File: src/rtl/sad_array_builder.sv
// Producer for the 16-candidate SAD array: accumulates |cur-ref| per candidate from a
// serial pixel-pair stream and presents the packed sums with a valid/ready handshake.
module sad_array_builder #(
    parameter int ELEMENT_BIT_DEPTH = 14,
    parameter int PIXEL_BIT_DEPTH   = 8,
    parameter int PIXELS_PER_BLOCK  = 64
) (
    input  logic                            clk,
    input  logic                            rst,
    input  logic                            start,
    input  logic [PIXEL_BIT_DEPTH-1:0]      cur_pixel,
    input  logic [PIXEL_BIT_DEPTH-1:0]      ref_pixel,
    input  logic                            in_valid,
    output logic                            in_ready,
    output logic [ELEMENT_BIT_DEPTH*16-1:0] sad_array,
    output logic                            out_valid,
    input  logic                            out_ready,
    output logic                            busy
);

    localparam int NUM_CAND  = 16;
    localparam int PIX_CNT_W = $clog2(PIXELS_PER_BLOCK);

    typedef enum logic [1:0] {
        IDLE    = 2'd0,
        ACCUM   = 2'd1,
        PRESENT = 2'd2
    } state_t;

    state_t                       state_r;
    logic [PIX_CNT_W-1:0]         pix_cnt_r;
    logic [3:0]                   cand_cnt_r;
    logic [ELEMENT_BIT_DEPTH-1:0] acc_r [NUM_CAND];
    logic                         in_ready_r;
    logic                         out_valid_r;
    logic                         busy_r;

    logic                         beat_s;
    logic                         last_pix_s;
    logic                         last_beat_s;
    logic [PIXEL_BIT_DEPTH-1:0]   abs_diff_s;
    logic [ELEMENT_BIT_DEPTH-1:0] acc_next_s;

    function automatic logic [PIXEL_BIT_DEPTH-1:0] abs_diff(
        input logic [PIXEL_BIT_DEPTH-1:0] a,
        input logic [PIXEL_BIT_DEPTH-1:0] b
    );
        if (a >= b) begin
            return a - b;
        end else begin
            return b - a;
        end
    endfunction

    // One extra bit catches the carry so the sum clamps instead of wrapping.
    function automatic logic [ELEMENT_BIT_DEPTH-1:0] sat_add(
        input logic [ELEMENT_BIT_DEPTH-1:0] acc,
        input logic [PIXEL_BIT_DEPTH-1:0]   d
    );
        logic [ELEMENT_BIT_DEPTH:0] sum;
        sum = {1'b0, acc} + (ELEMENT_BIT_DEPTH+1)'(d);
        if (sum[ELEMENT_BIT_DEPTH]) begin
            return {ELEMENT_BIT_DEPTH{1'b1}};
        end else begin
            return sum[ELEMENT_BIT_DEPTH-1:0];
        end
    endfunction

    // Beat qualification and the next value of the active accumulator.
    always_comb begin
        beat_s      = in_valid & in_ready_r;
        last_pix_s  = (pix_cnt_r == PIX_CNT_W'(PIXELS_PER_BLOCK - 1));
        last_beat_s = beat_s & last_pix_s & (cand_cnt_r == 4'd15);
        abs_diff_s  = abs_diff(cur_pixel, ref_pixel);
        acc_next_s  = sat_add(acc_r[cand_cnt_r], abs_diff_s);
    end

    // Control FSM, counters, accumulators and registered handshake outputs.
    always_ff @(posedge clk or posedge rst) begin
        if (rst) begin
            state_r     <= IDLE;
            pix_cnt_r   <= {PIX_CNT_W{1'b0}};
            cand_cnt_r  <= 4'd0;
            in_ready_r  <= 1'b0;
            out_valid_r <= 1'b0;
            busy_r      <= 1'b0;
            for (int i = 0; i < NUM_CAND; i++) begin
                acc_r[i] <= {ELEMENT_BIT_DEPTH{1'b0}};
            end
        end else begin
            case (state_r)
                IDLE: begin
                    if (start) begin
                        state_r    <= ACCUM;
                        pix_cnt_r  <= {PIX_CNT_W{1'b0}};
                        cand_cnt_r <= 4'd0;
                        in_ready_r <= 1'b1;
                        busy_r     <= 1'b1;
                        for (int i = 0; i < NUM_CAND; i++) begin
                            acc_r[i] <= {ELEMENT_BIT_DEPTH{1'b0}};
                        end
                    end
                end
                ACCUM: begin
                    if (beat_s) begin
                        acc_r[cand_cnt_r] <= acc_next_s;
                        if (last_pix_s) begin
                            pix_cnt_r  <= {PIX_CNT_W{1'b0}};
                            cand_cnt_r <= cand_cnt_r + 4'd1;
                        end else begin
                            pix_cnt_r <= pix_cnt_r + PIX_CNT_W'(1);
                        end
                        if (last_beat_s) begin
                            state_r     <= PRESENT;
                            in_ready_r  <= 1'b0;
                            out_valid_r <= 1'b1;
                        end
                    end
                end
                PRESENT: begin
                    if (out_ready) begin
                        state_r     <= IDLE;
                        out_valid_r <= 1'b0;
                        busy_r      <= 1'b0;
                    end
                end
                default: begin
                    state_r     <= IDLE;
                    in_ready_r  <= 1'b0;
                    out_valid_r <= 1'b0;
                    busy_r      <= 1'b0;
                end
            endcase
        end
    end

    for (genvar k = 0; k < NUM_CAND; k++) begin : g_pack
        assign sad_array[k*ELEMENT_BIT_DEPTH +: ELEMENT_BIT_DEPTH] = acc_r[k];
    end

    assign in_ready  = in_ready_r;
    assign out_valid = out_valid_r;
    assign busy      = busy_r;

endmodule

File: config.mk
export PLATFORM = sky130hd
export DESIGN_NAME = sad_array_builder
export DESIGN_NICKNAME = d
export VERILOG_FILES = /design/src/rtl/sad_array_builder.sv
export SDC_FILE = /design/constraint.sdc
export NUM_CORES = 1
export LEC_CHECK = 0
export BUFFER_PORTS_ARGS = -buffer_cell sky130_fd_sc_hd__buf_2
export CAP_MARGIN = 20
export CORE_AREA = 3 3 159 161
export DETAILED_ROUTE_END_ITERATION = 8
export DIE_AREA = 0 0 162 164
export GPL_TIMING_DRIVEN = 0
export PLACE_DENSITY = 0.73
export REMOVE_ABC_BUFFERS = 1
export SLEW_MARGIN = 20
export SYNTH_ARGS = -nofsm -noshare
export SYNTH_HDL_FRONTEND = slang
export SYNTH_SLANG_ARGS = --single-unit
File: constraint.sdc
create_clock -name clk -period 9.57 [get_ports clk]
set_clock_uncertainty 0.2 [all_clocks]
set_input_delay 1.4355 -clock clk [delete_from_list [all_inputs] [get_ports clk]]
set_output_delay 1.4355 -clock clk [all_outputs]
set_load 0.03 [all_outputs]
# Word level (Yosys, flattened, before mapping)
# Index checks and enable logic that the tools add are counted.
[word_totals]
elab_cells = 88
reg_bits = 239
inputBits = 21
output_inout_bits = 227
[classes]
n_eq_ne = 9
n_addsub = 5
reduce_logical = 9
muxes = 33
order_cmp = 3
n_bitwise = 7
[op_table]
columns = ["cell", "n"]
rows = [
  ["$mux 224", 2],
  ["$pmux 224 s2", 1],
  ["$bwmux 224", 1],
  ["$bmux 14 s4", 1],
  ["$demux 14 s4", 1],
  ["$mux 14", 4],
  ["$mux 6", 3],
  ["$reduce_and 4->1", 4],
  ["$sub 8x8->8", 2],
  ["$add 14x8->15", 1],
  ["$mux 4", 3],
  ["$pmux 6 s2", 1],
  ["$ne 2x2->1 const B", 5],
  ["$pmux 1 s3", 3],
  ["$ge 8x8->1", 1],
  ["$mux 2", 4],
  ["$mux 8", 1],
  ["$pmux 4 s2", 1],
  ["$add 6x1->6 const B", 1],
  ["$eq 6x6->1 const B", 1],
  ["$mux 1", 6],
  ["$pmux 2 s3", 1],
  ["$reduce_and 3->1", 2],
  ["$ge 5x5->1 const B", 1],
  ["other kinds (11)", 15],
]

# Longest topological paths before layout
[logic_depth]
ltp_word = 9
depth_mapped = 20
depth_no_buf = 19

# Worst setup path after synthesis
# Ideal clock, no wire load.
[synth_path]
kind = "input to register"
start = "input port cur_pixel[5]"
end = "register acc_r, in the netlist sad_array[221]"
path_slack_ns = 3.741
path_stages = 19
setup_ns = 0.129
path_buffers = 3
required_ns = 9.241
arrival_time_ns = 5.500
path_cell_list = "inv_1 ha_1 clkbuf_1 a21o_1 a211oi_1 a2bb2oi_1 a221o_1 a32oi_1 mux2i_1 o311a_1 ha_1 or3_1 a31oi_1 o21bai_1 nor3_1 buf_6 nor3b_4 buf_6 o21ai_1"
[synth_between]
elab_chain_cells = 7
word_cells_on_any_way = 9
cone_classes = "3 x add/sub; 1 x order compare; 5 x mux"
[synth_lines]
columns = ["element", "line", "text"]
rows = [
  ["from (decl)", "11", "input logic [PIXEL_BIT_DEPTH-1:0] cur_pixel,"],
  ["$sub 8x8->8, or another cell as far along", "51", "return b - a;"],
  ["$mux 8 *", "48", "if (a >= b) begin"],
  ["$add 14x8->15 *", "61", "sum = {1'b0, acc} + (ELEMENT_BIT_DEPTH+1)'(d);"],
  ["$mux 14 *", "62", "if (sum[ELEMENT_BIT_DEPTH]) begin"],
  ["$bwmux 224 *", "106", "acc_r[cand_cnt_r] <= acc_next_s;"],
  ["$mux 224 *", "105", "if (beat_s) begin"],
  ["$pmux 224 s2 *", "91", "case (state_r)"],
  ["to (signal, indexed assignment)", "88", "acc_r[i] <= {ELEMENT_BIT_DEPTH{1'b0}};"],
  ["to (signal, indexed assignment)", "100", "acc_r[i] <= {ELEMENT_BIT_DEPTH{1'b0}};"],
  ["to (signal, indexed assignment)", "106", ""],
  ["to (decl)", "33", "logic [ELEMENT_BIT_DEPTH-1:0] acc_r [NUM_CAND];"],
]
# Mark *: on every way between the ends. The rest lies on a longest branch, timed or not. The select of a mux whose other input is x is not followed.
# A chain may end at the register's enable or synchronous reset.

# Worst setup path after layout
[layout_path]
start = "input port cur_pixel[5]"
end = "register acc_r, in the netlist sad_array[53]"
# Same word-level chain as after synthesis.

==> impl_metrics.json <==
{
  "utilization": 0.5857,
  "cp.required_ns": 9.71,
  "fmax_mhz": 145.0,
  "overflow": 0,
  "yosys_warnings": 0,
  "holdBufCountCts": 0,
  "synth.area.top_cells": "dfrtp_1, mux4_2, nand2_1",
  "synth.area.mux_share": 0.1285,
  "fin_crit_sh": 0.7204,
  "root_buffer": "clkbuf_16",
  "post-cts-setup-buffers": 0,
  "synth-main-ff-cell": "dfrtp_1",
  "clk_latency_ns": 0.52,
  "critical_path_class": "input pin to flop",
  "tns_ns": 0,
  "tightest_slew_ns": 1.168,
  "grt_first_pass_wirelength_microns": 59090,
  "die_h_microns": 164,
  "ys_seq_elements": 239,
  "final_nets": 1398,
  "first_pass_iters": 5,
  "path_clk_slew_ns": 0.06,
  "clock_sinks": 239,
  "finalHoldViolations": 0,
  "numCtsBuffers": 25,
  "worstSetupStartpointType": "input pin",
  "hold_path.class": "flop to flop",
  "cellLeakagePower_nw": 7.175,
  "routed-via-count": 10050,
  "core_sq_um": 24110,
  "synth-edff-count": 0,
  "drc": 0,
  "slew_headroom": 0.2204,
  "critical_path.max_fanout": 16,
  "drt-total-wl_microns": 38590,
  "multi_input_area_sq_um": 5340,
  "start_util": 0.4922,
  "yosys.area.top_type": "dfrtp_1",
  "synth_compound_area_frac": 0.1505,
  "end_kind": "flop",
  "cts_tree": "done",
  "status": "complete, no violations",
  "drtIter0Drc": 1122,
  "grt_pass1_vias": 9973,
  "place.gp.congestion": 0.8741,
  "grt_max_degree": 97,
  "seq_area_sq_um": 5988,
  "rsz0062_at_grt": "false",
  "portBuffers": 247,
  "yosysSeqAreaShare": 0.5041,
  "avgRoutedWirePerCell_microns": 22.88,
  "h-tree-depth": 1,
  "layout-drive-gt1-share": 0.2854,
  "finalSetupViolCount": 0,
  "syn_area_per_cell_sq_um": 10.35,
  "insertedDiodeCount": 0,
  "antenna_found_initial": 1,
  "maxSlewViolCount": 0,
  "place_ws_ns": 2.262,
  "dieWidth_microns": 162,
  "row_count": 57,
  "cts_max_path_buffers": 3,
  "async_flop_share": 1.000,
  "period_minus_slack_ns": 6.895,
  "p_per_area_nw_per_um2": 228.4,
  "yosys.area.top_type_share": 0.5041,
  "synthXorXnorAreaFrac": 0.009596,
  "power_mw": 3.225,
  "cts-resized-gates": 0,
  "setup_ws_ns": 2.675,
  "synth_simple_gate_area_frac": 0.1259,
  "ir_worst_vdd_mv": 0.1728,
  "synthCells": 1146,
  "drt.antenna.violating_nets": 0,
  "drv_cap": 0,
  "ios": 248,
  "area_growth_syn_to_layout_pct": 18.99,
  "viasPerCell": 5.959,
  "fill_cells": 2076,
  "ys_types": 60,
  "syn-cell-area_sq_um": 11870,
  "crit_arrival_ns": 7.03,
  "synth_top_family_by_area": "compound AO/OA/AOI/OAI gates",
  "synthAdderAreaFrac": 0.03459,
  "grt_use_total": 0.2884,
  "post-dp-hpwl_microns": 26710,
  "die_area_sq_um": 26570,
  "holdWs_ns": 0.2996
}
[placed cells by master, fill, tap and decap left out, drive strengths merged, types with 6 or more instances in the layout]
| cell | instances |
|---|---|
| dfrtp | 239 |
| mux4 | 65 |
| clkinv | 6 |
| nand3 | 23 |
| nor2 | 24 |
| nor2b | 7 |
| clkbuf | 34 |
| nand2 | 276 |
| a22o | 16 |
| a21o | 10 |
| a21oi | 12 |
| a22oi | 13 |
| xnor2 | 8 |
| ha | 28 |
| buf | 253 |
| inv | 48 |
| o21ai | 225 |
[layout make-up]
type,instances,share of cell area
flip-flops and latches,239,0.4241
inverters,48,0.01329
well taps,324,0.02871
repair buffers,253,0.09704
clock buffers,34,0.04954
multi-input cells,779,0.3782
clock inverters,10,0.009039
[power breakdown]
group | total, mW | internal, mW | switching, mW
clock | 0.988 | 0.591 | 0.397
sequential | 1.18 | 1.10 | 0.0802
combinational | 1.06 | 0.277 | 0.780
total | 3.23 | 1.97 | 1.26
[final timing paths]
check | start | to | cells past startpoint | slack, ns
worst min register to register | sad_array[60] | sad_array[60] | 2 | 0.30
worst max register to register | cand_cnt_r[0] | sad_array[53] | 13 | 3.87
worst max-delay path | cur_pixel[5] | sad_array[53] | 18 | 2.68
max in group asynchronous | rst | sad_array[113] | 3 | 7.55
worst min-delay path | sad_array[60] | sad_array[60] | 2 | 0.30
min in group asynchronous | rst | sad_array[65] | 2 | 0.77
[logic make-up (layout without fill, tap and decap cells)]
logic type | count (synthesis) | in the layout
mux | 71 | 71
buf+inv | 128 | 345
xor+xnor | 13 | 13
compound gates | 306 | 306
flops | 239 | 239
simple gates | 358 | 358
fa+ha+maj | 31 | 31
[cells in the mapped netlist, types with 3 or more instances]
cell and n:
or2_2 4, ha_1 28, a22oi_1 13, buf_6 5, inv_1 48, nand4_1 3
buf_2 5, nor2_2 7, nand2_1 276, mux4_2 65, a22o_1 16, nor2b_1 7
a31oi_1 4, fa_1 3, o21ai_1 14, and2_1 4, nor3_1 5, nand3_1 22
mux2i_1 5, clkbuf_2 10, xnor2_1 8, a21o_1 10, a211oi_1 4, o21ai_2 10
buf_1 5, clkbuf_1 50, a21oi_1 10, xor2_1 5, and3_1 3, nor2_1 17
dfrtp_1 239, o21ai_0 201, buf_4 5, o22ai_1 3
[registers in the layout, summed over array words and instances (netlist names)]
signal	count
sad_array	224
pix_cnt_r	6
cand_cnt_r	4
state_r	2
busy	1
in_ready	1
out_valid	1
[metal layers]
layer / share of wire / global-route usage
met3: 0.098 / 0.06103
met4: 0.040 / 0.1074
met1: 0.39 / 0.3986
met5: 0.00034 / 0
met2: 0.47 / 0.4543
[stage by stage]
stage	instance area, sq um	cells
floorplan	11490	1066
global placement	13130	1637
detailed placement	13290	1643
CTS	14120	1687
global route	14120	1687
finish	14120	1687
[critical path, cell delays in order]
cell and delay, ns:
buf_2 0.09, inv_1 0.04, ha_1 0.40, a21o_1 0.20, a211oi_1 0.57, a2bb2oi_1 0.55
a221o_1 0.29, a32oi_1 0.10, mux2i_1 0.18, o311a_1 0.20, ha_1 0.27, or3_1 0.40
a31oi_1 0.32, o21bai_1 0.33, nor3_2 0.21, buf_6 0.19, nor3b_4 0.95, o21ai_0 0.28
(Power assumes the default switching activity.)
